--- config.mk ---
export PLATFORM = sky130hd
export DESIGN_NAME = alu_req_arbiter
export DESIGN_NICKNAME = d
export VERILOG_FILES = /design/src/rtl/alu_req_arbiter.sv
export SDC_FILE = /design/constraint.sdc
export NUM_CORES = 1
export LEC_CHECK = 0
export ABC_AREA = 1
export CAP_MARGIN = 25
export CORE_MARGIN = 8
export CORE_UTILIZATION = 38
export DETAILED_ROUTE_END_ITERATION = 12
export HOLD_SLACK_MARGIN = 0.02
export PLACE_DENSITY_LB_ADDON = 0.15
export SYNTH_ARGS = -nofsm -noshare
export SYNTH_HDL_FRONTEND = slang
export SYNTH_SLANG_ARGS = --single-unit
--- constraint.sdc ---
create_clock -name clk -period 1.6 [get_ports clk]
set_input_delay 0.32 -clock clk [delete_from_list [all_inputs] [get_ports clk]]
set_output_delay 0.32 -clock clk [all_outputs]
set_load 0.1 [all_outputs]
--- src/rtl/alu_req_arbiter.sv ---
// Two-port round-robin request arbiter and sequencer for the shared 8-bit registered ALU.
// Accepts one command at a time, waits out the ALU latency and returns a tagged response.
module alu_req_arbiter (
    input  logic       clk,
    input  logic       rst,
    input  logic       req0_valid,
    output logic       req0_ready,
    input  logic [3:0] req0_op,
    input  logic [7:0] req0_a,
    input  logic [7:0] req0_b,
    input  logic       req1_valid,
    output logic       req1_ready,
    input  logic [3:0] req1_op,
    input  logic [7:0] req1_a,
    input  logic [7:0] req1_b,
    output logic [7:0] alu_a,
    output logic [7:0] alu_b,
    output logic [3:0] alu_sel,
    input  logic [7:0] alu_out,
    input  logic       alu_carry,
    output logic       rsp_valid,
    input  logic       rsp_ready,
    output logic       rsp_id,
    output logic [7:0] rsp_result,
    output logic       rsp_carry,
    output logic       rsp_err,
    output logic       busy
);

    typedef enum logic [1:0] {
        S_IDLE    = 2'd0,
        S_ISSUE   = 2'd1,
        S_CAPTURE = 2'd2,
        S_RESP    = 2'd3
    } state_t;

    localparam logic [3:0] OP_DIV = 4'd3;

    state_t     state_q, state_d;
    logic       last_grant_q, last_grant_d;
    logic [3:0] op_q, op_d;
    logic [7:0] a_q, a_d;
    logic [7:0] b_q, b_d;
    logic       id_q, id_d;
    logic       rsp_id_q, rsp_id_d;
    logic [7:0] rsp_result_q, rsp_result_d;
    logic       rsp_carry_q, rsp_carry_d;
    logic       rsp_err_q, rsp_err_d;
    logic       grant1;

    // Port 1 wins when it is the only requester, or on contention when port 0 was served last.
    assign grant1 = req1_valid && (!req0_valid || !last_grant_q);

    always_comb begin
        // NOTE: every output of this block gets a default first, so no path leaves one unassigned and no latch is inferred.
        state_d      = state_q;
        last_grant_d = last_grant_q;
        op_d         = op_q;
        a_d          = a_q;
        b_d          = b_q;
        id_d         = id_q;
        rsp_id_d     = rsp_id_q;
        rsp_result_d = rsp_result_q;
        rsp_carry_d  = rsp_carry_q;
        rsp_err_d    = rsp_err_q;
        req0_ready   = 1'b0;
        req1_ready   = 1'b0;

        case (state_q)
            S_IDLE: begin
                // Ready is gated by rst so a reset cycle never completes a handshake.
                if (!rst && (req0_valid || req1_valid)) begin
                    req0_ready   = !grant1;
                    req1_ready   = grant1;
                    last_grant_d = grant1;
                    id_d         = grant1;
                    op_d         = grant1 ? req1_op : req0_op;
                    a_d          = grant1 ? req1_a  : req0_a;
                    b_d          = grant1 ? req1_b  : req0_b;
                    state_d      = S_ISSUE;
                end
            end
            S_ISSUE: begin
                state_d = S_CAPTURE;
            end
            S_CAPTURE: begin
                rsp_id_d = id_q;
                if (op_q == OP_DIV && b_q == 8'h00) begin
                    rsp_result_d = 8'h00;
                    rsp_carry_d  = 1'b0;
                    rsp_err_d    = 1'b1;
                end else begin
                    rsp_result_d = alu_out;
                    rsp_carry_d  = alu_carry;
                    rsp_err_d    = 1'b0;
                end
                state_d = S_RESP;
            end
            S_RESP: begin
                if (rsp_ready) begin
                    state_d = S_IDLE;
                end
            end
            default: begin
                state_d = S_IDLE;
            end
        endcase
    end

    always_ff @(posedge clk) begin
        // NOTE: state registers use non-blocking assignments so every flop samples pre-edge values.
        if (rst) begin
            state_q      <= S_IDLE;
            last_grant_q <= 1'b1;
            op_q         <= 4'h0;
            a_q          <= 8'h00;
            b_q          <= 8'h00;
            id_q         <= 1'b0;
            rsp_id_q     <= 1'b0;
            rsp_result_q <= 8'h00;
            rsp_carry_q  <= 1'b0;
            rsp_err_q    <= 1'b0;
        end else begin
            state_q      <= state_d;
            last_grant_q <= last_grant_d;
            op_q         <= op_d;
            a_q          <= a_d;
            b_q          <= b_d;
            id_q         <= id_d;
            rsp_id_q     <= rsp_id_d;
            rsp_result_q <= rsp_result_d;
            rsp_carry_q  <= rsp_carry_d;
            rsp_err_q    <= rsp_err_d;
        end
    end

    assign alu_a      = a_q;
    assign alu_b      = b_q;
    assign alu_sel    = op_q;
    assign rsp_valid  = (state_q == S_RESP);
    assign rsp_id     = rsp_id_q;
    assign rsp_result = rsp_result_q;
    assign rsp_carry  = rsp_carry_q;
    assign rsp_err    = rsp_err_q;
    assign busy       = (state_q != S_IDLE);

endmodule

==> results of run 1 <==
## power by group through the flow
| stage | Combinational (W) | Sequential [W] | Clock [W] |
|---|---|---|---|
| floorplan | 0.000885 | 0.00218 | 0 |
| global placement | 0.00284 | 0.00126 | 0 |
| detailed placement | 0.00287 | 0.00127 | 0 |
| CTS | 0.00297 | 0.00124 | 0.000969 |
| global route | 0.00315 | 0.00127 | 0.00101 |
| finish | 0.00299 | 0.00125 | 0.000956 |
## per-stage QoR
step,hold slack [ns],setup TNS (ns)
floorplan,0.429,-4.00
global placement,0.453,-1.42
detailed placement,0.461,-2.67
CTS,0.481,-0.382
global route,0.506,-0.606
finish,0.474,-0.433
## worst max path at each step
stage          cells after the start    endpoint        from
2_1_floorplan                      6  req0_ready  state_q[1]
3_3_place_gp                       7  req0_ready         rst
3_5_place_dp                       7  req0_ready         rst
4_1_cts                            7  req0_ready  state_q[1]
5_1_grt                            7  req0_ready  state_q[0]
6_report                           7  req0_ready  state_q[1]
## final cells by class
cell class,count,area share
Clock buffer,6,0.0231
Clock inverter,2,0.0191
Inverter,11,0.0159
Multi-Input combinational cell,185,0.265
Sequential cell,35,0.228
Tap cell,50,0.0199
Timing Repair Buffer,103,0.429
## sequential cells by signal (all words and copies together) (netlist names)
register,cells
rsp_err,1
rsp_result,8
alu_sel,4
id_q,1
rsp_carry,1
last_grant_q,1
state_q,2
alu_b,8
rsp_id,1
alu_a,8
## worst reg2reg max path: cells and delay by family (launching register included)
| kind | cells | cell delay (ns) |
|---|---|---|
| flip-flops | 1 | 0.34 |
| AO/OA/AOI/OAI | 1 | 0.17 |
| adder cells (fa/ha/maj) | 1 | 0.15 |
| AND/OR/NAND/NOR | 2 | 0.24 |
| buffers and inverters | 3 | 0.45 |
## routing by layer
metal / vias to the layer above / part of all wire / wire length [µm]
met3: 8 / 0.067 / 369
li1: 957 / - / -
met1: 853 / 0.41 / 2270
met4: 0 / 0.015 / 82
met2: 53 / 0.50 / 2760
met5: - / 0 / 0
## Yosys cell counts, drive strengths merged
library cell / number / area share
nand2: 119 / 0.28
dfxtp: 35 / 0.43
a21oi: 30 / 0.093
nor2: 14 / 0.037
nand3: 11 / 0.034
inv: 10 / 0.023
buf: 9 / 0.039
o21ai: 6 / 0.021
ha: 4 / 0.031
clkbuf: 3 / 0.0070
clkinv: 1 / 0.0023
nor3: 1 / 0.0031
## cells by family after synthesis
group           after synthesis
simple gates                145
fa+ha+maj                     4
buf+inv                      23
compound gates               36
flops                        35
## repair_timing
action	4_1_cts	5_1_grt
buffers inserted	5	2
hold buffers	0	0
endpoints found under the setup margin	12	3
pin swaps	2	2
gates resized for setup	3	1
hold endpoints to repair	0	0
==> results.yml, run 1 <==
sta:
  finClkSkew_ns: 0.00706
  timing_hold_violations_final: 0
  max_slew.worst_pin.slew_ns: 0.349
  max_freq_mhz: 557
  share_of_the_clock_period_used_by_the_worst_path: 1.12
  slew_headroom: 0.767
  timing.final.ws_setup_ns: -0.195
  finish_stage_setup_viols: 3
  post-route-min-period_ns: 1.79
  number_of_max_slew_violations_in_the_final_report: 0
  setup_repair_after_global_routing_missed_its_margin: "true"
worst_hold_path:
  hold_path_depth: 4
  holdCritStartpoint: "rst"
  min_to: "last_grant_q"
  hold_path_class: "input pin to flip-flop"
power:
  netSwitchingFraction: 0.462
  power.total_w: 0.00519
  power_per_cell_area_nw_per_um2: 1660
  power.share.clock: 0.184
  proportion_of_power_drawn_by_flip_flops_and_latches: 0.240
  p_leak_nw: 1.34
  vdd_drop_max_uv: 1470
  p_sw_w: 0.00240
  internal-power_w: 0.00280
  share_comb_of_total_power: 0.576
clocking:
  path_clk_slew_ns: 0.07
  clk_latency_ns: 0.29
  cts.htree.levels: 2
  cts_inserted_buffers: 5
  ctsLongestPathBuffers: 2
  tritoncts_num_sinks: 35
  tritoncts_clock_tree: "built"
  clock-root-buffer: "sky130_fd_sc_hd__clkbuf_8"
global_routing:
  global_route.usage.total: 0.165
  antenna_found_initial: 0
  grt_overflow: 0
  global_route.usage.met2: 0.290
  groute.layer.met1.usage: 0.179
  first_global_vias: 1830
  most_used_routing_layer_in_global_routing: "met2"
  grt_first_pass_wirelength_um: 8550
  grt_start_max_net_pins: 30
  gr-usage-met3: 0.0541
layout:
  final_nets: 399
  drive_gt1_frac: 0.243
  post-route-util: 0.773
  final_cell_area_um2: 3140
  layout.cells.most_common: "sky130_fd_sc_hd__nand2_1"
  final_cell_mix: "118 x sky130_fd_sc_hd__nand2_1, 52 x sky130_fd_sc_hd__clkdlybuf4s50_1, 35 x sky130_fd_sc_hd__buf_12, 30 x sky130_fd_sc_hd__a21oi_1, 23 x sky130_fd_sc_hd__dfxtp_1"
  regArea_um2: 716
  stdcell_count: 392
  final.fill_count: 288
  multi_input_area_um2: 831
  antenna-diode-count: 0
  syn_to_final_growth_pct: 94.1
placement:
  dp.final_hpwl_um: 4000
  preCtsSetupSlack_ns: -0.193
  gp_congestion: 0.747
  placedCellCount: 377
  instance_area_after_placement_um2: 2950
  port_buffers: 88
worst_setup_path:
  ff2ff_path_depth: 7
  cp_slowest_stage_delay_ns: 0.34
  reg2reg_to: "alu_sel[1]"
  reg2reg_setup_slack_ns: 0.17
  critical_path_class: "flip-flop to primary output"
  setup.worst_path.start_class: "flip-flop"
  max_fanout_on_critical_path: 4
  worst_path_dominant_cell_family: "buffers and inverters"
  crit_chain: "inv_2 > ha_4 > clkinvlp_4 > nor2_4 > inv_2 > nor2_4 > buf_12"
  reg2reg_from: "state_q[1]"
  setup.worst_path.end_class: "primary output"
  timing.critical_path.required_ns: 1.28
  timing.critical_path.buf_inv: 4
  cp.arrival_ns: 1.47
  slowest_stage: "sky130_fd_sc_hd__dfxtp_2"
synthesis:
  synthesized_area_per_cell_um2: 6.65
  synth-seq-area-share: 0.433
  synth-simple-area-share: 0.351
  post_synthesis_compound_gate_area_fraction: 0.114
  syn_inst: 243
  synth_xor_area_frac: 0
  synth-adder-area-share: 0.0310
  syn-cell-area_um2: 1620
  postSynthRegisterBits: 35
  muxShareOfSynthArea: 0
  netlist-cell-type-count: 17
  combinational_family_with_the_most_area_after_synthesis: "simple AND/OR/NAND/NOR gates"
  synthesis.nets: 301
  ys_warn_count: 0
route:
  final_antenna_net_count: 0
  post_drt_wl_per_cell_um: 14.0
  detailedRoute.firstIterationViolations: 113
  drt_first_pass_iters: 4
  avgViaCountPerCell: 4.77
  routed-via-count: 1871
  route.final.wire_length_um: 5480
  route.detailed.drc: 0
status:
  violations: "setup timing"
  outcome: "finished with violations"
die:
  rows: 23
  initial_core_util: 0.398
  core_um2: 4060
  die_height_um: 81.2
  die_area_um2: 6600
  num_io_pins: 89
  die_width_um: 81.2
flow_run:
  max_cap_viol_count: 0
Note: power is estimated with default switching activity, not from simulation.
==> run 2: changes to the inputs <==
Settings changed: CTS_CLUSTER_SIZE set to 10, PLACE_DENSITY set to 0.9, PLACE_DENSITY_LB_ADDON 0.15 to unset.
==> run 2 against run 1 <==
The run still ends with setup timing left. Critical endpoint unchanged. Largest cell class unchanged. Via count fell by 0.48%. Hold slack improved by 0.0078 ns. Critical path depth did not move. Cell count rose by 0.51%. Non-clock buffer count rose by 2. Sequential power barely moved. Clock skew fell by 0.0018 ns.
==> results.yml, run 2 (same netlist as run 1, synthesis figures left out) <==
worst_setup_path:
  critical_path_class: "flip-flop to primary output"
  reg2reg_setup_slack_ns: 0.06
  slowest_stage: "sky130_fd_sc_hd__dfxtp_2"
  ff2ff_path_depth: 8
  max_fanout_on_critical_path: 3
  reg2reg_to: "alu_a[2]"
  setup.worst_path.end_class: "primary output"
  timing.critical_path.required_ns: 1.28
  cp.arrival_ns: 1.45
  crit_chain: "inv_2 > ha_4 > clkinvlp_4 > nor2_4 > inv_2 > nor2_4 > buf_12"
  cp_slowest_stage_delay_ns: 0.33
  setup.worst_path.start_class: "flip-flop"
  reg2reg_from: "state_q[0]"
route:
  drt_first_pass_iters: 4
  final_antenna_net_count: 0
  routed-via-count: 1862
  route.final.wire_length_um: 5530
  detailedRoute.firstIterationViolations: 93
  route.detailed.drc: 0
  post_drt_wl_per_cell_um: 14.0
  avgViaCountPerCell: 4.73
die:
  die_width_um: 81.2
  die_height_um: 81.2
  initial_core_util: 0.398
  num_io_pins: 89
  rows: 23
  die_area_um2: 6600
  core_um2: 4060
clocking:
  cts.htree.levels: 2
  ctsLongestPathBuffers: 2
  tritoncts_clock_tree: "built"
  tritoncts_num_sinks: 35
  path_clk_slew_ns: 0.06
  cts_inserted_buffers: 5
  clock-root-buffer: "sky130_fd_sc_hd__clkbuf_8"
  clk_latency_ns: 0.27
sta:
  share_of_the_clock_period_used_by_the_worst_path: 1.11
  post-route-min-period_ns: 1.77
  slew_headroom: 0.785
  setup_repair_after_global_routing_missed_its_margin: "true"
  timing_hold_violations_final: 0
  number_of_max_slew_violations_in_the_final_report: 0
  timing.final.ws_setup_ns: -0.174
  timing.hold.ws_ns: 0.481
  max_freq_mhz: 564
  max_slew.worst_pin.slew_ns: 0.322
  finish_stage_setup_viols: 2
  finClkSkew_ns: 0.00522
layout:
  final_cell_area_um2: 3130
  antenna-diode-count: 0
  syn_to_final_growth_pct: 93.5
  layout.cells.most_common: "sky130_fd_sc_hd__nand2_1"
  post-route-util: 0.771
  final_cell_mix: "117 x sky130_fd_sc_hd__nand2_1, 51 x sky130_fd_sc_hd__clkdlybuf4s50_1, 35 x sky130_fd_sc_hd__buf_12, 30 x sky130_fd_sc_hd__a21oi_1, 23 x sky130_fd_sc_hd__dfxtp_1"
  final_nets: 401
  stdcell_count: 394
  drive_gt1_frac: 0.253
power:
  power_per_cell_area_nw_per_um2: 1590
  p_leak_nw: 1.34
  power.total_w: 0.00499
  vdd_drop_max_uv: 1380
placement:
  instance_area_after_placement_um2: 2950
  port_buffers: 88
  dp.final_hpwl_um: 4250
  gp_congestion: 0.767
  placedCellCount: 377
flow_run:
  max_cap_viol_count: 0
global_routing:
  global_route.usage.total: 0.163
  antenna_found_initial: 0
  first_global_vias: 1879
  grt_start_max_net_pins: 30
  grt_first_pass_wirelength_um: 8540
  grt_overflow: 0
worst_hold_path:
  hold_path_class: "flip-flop to flip-flop"
  holdCritStartpoint: "last_grant_q"
  min_to: "last_grant_q"
  hold_path_depth: 2
status:
  violations: "setup timing"
  outcome: "finished with violations"
[run 2: report_power, final]
group | switching, W | total [W] | internal, W | leakage [nW]
Clock | 0.000289 | 0.000682 | 0.000393 | 0.0515
Sequential | 0.000187 | 0.00125 | 0.00106 | 0.291
Combinational | 0.00191 | 0.00305 | 0.00115 | 1.00
[run 2: area by class of cell]
cell class	count	area, µm²
repair buffers	105	1360
fillers	272	930
multi-input cells	185	836
flip-flops and latches	35	716
clock buffers	8	100
well taps	50	62.6
inverters	11	50.0
[run 2: routing by layer]
| metal | routed length, µm | vias to the layer above | global-route usage |
|---|---|---|---|
| met5 | 0 | - | 0 |
| met4 | 50 | 0 | 0.0411 |
| met3 | 495 | 6 | 0.0762 |
| met2 | 2880 | 58 | 0.302 |
| met1 | 2110 | 841 | 0.160 |
| li1 | - | 957 | - |
[run 2: timing repair]
action / 4_1_cts / 5_1_grt
endpoints found under the setup margin: 4 / 21
pin swaps: 3 / 2
gates resized for setup: 3 / 4
gates cloned: 0 / 0
hold buffers: 0 / 0
endpoints found under the hold margin: 0 / 0
buffers inserted: 7 / 2
[run 2: metrics by stage]
stage	setup TNS (ns)	worst slack (ns)
after global placement	-0.736	-0.153
final	-0.305	-0.174
after CTS	-0.325	-0.194
after floorplan	-4.00	-0.551
after global routing	-0.500	-0.250
after detailed placement	-2.64	-0.185
[run 2: how the worst max path moves through the flow]
stage	startpoint	end	slack, ns	depth (start not counted)
after global routing	state_q[0]	req0_ready	-0.25	7
after global placement	rst	req0_ready	-0.15	7
after CTS	state_q[0]	req0_ready	-0.19	7
after detailed placement	rst	req0_ready	-0.19	7
final	state_q[0]	req0_ready	-0.17	7
after floorplan	state_q[1]	req0_ready	-0.55	6
[run 2: critical path, delay by kind of cell, from the launching register on]
family | cells | cell delay [ns]
and+or+nand+nor | 2 | 0.26
buffers and inverters | 4 | 0.44
DFF | 1 | 0.33
adders and majority gates | 1 | 0.15
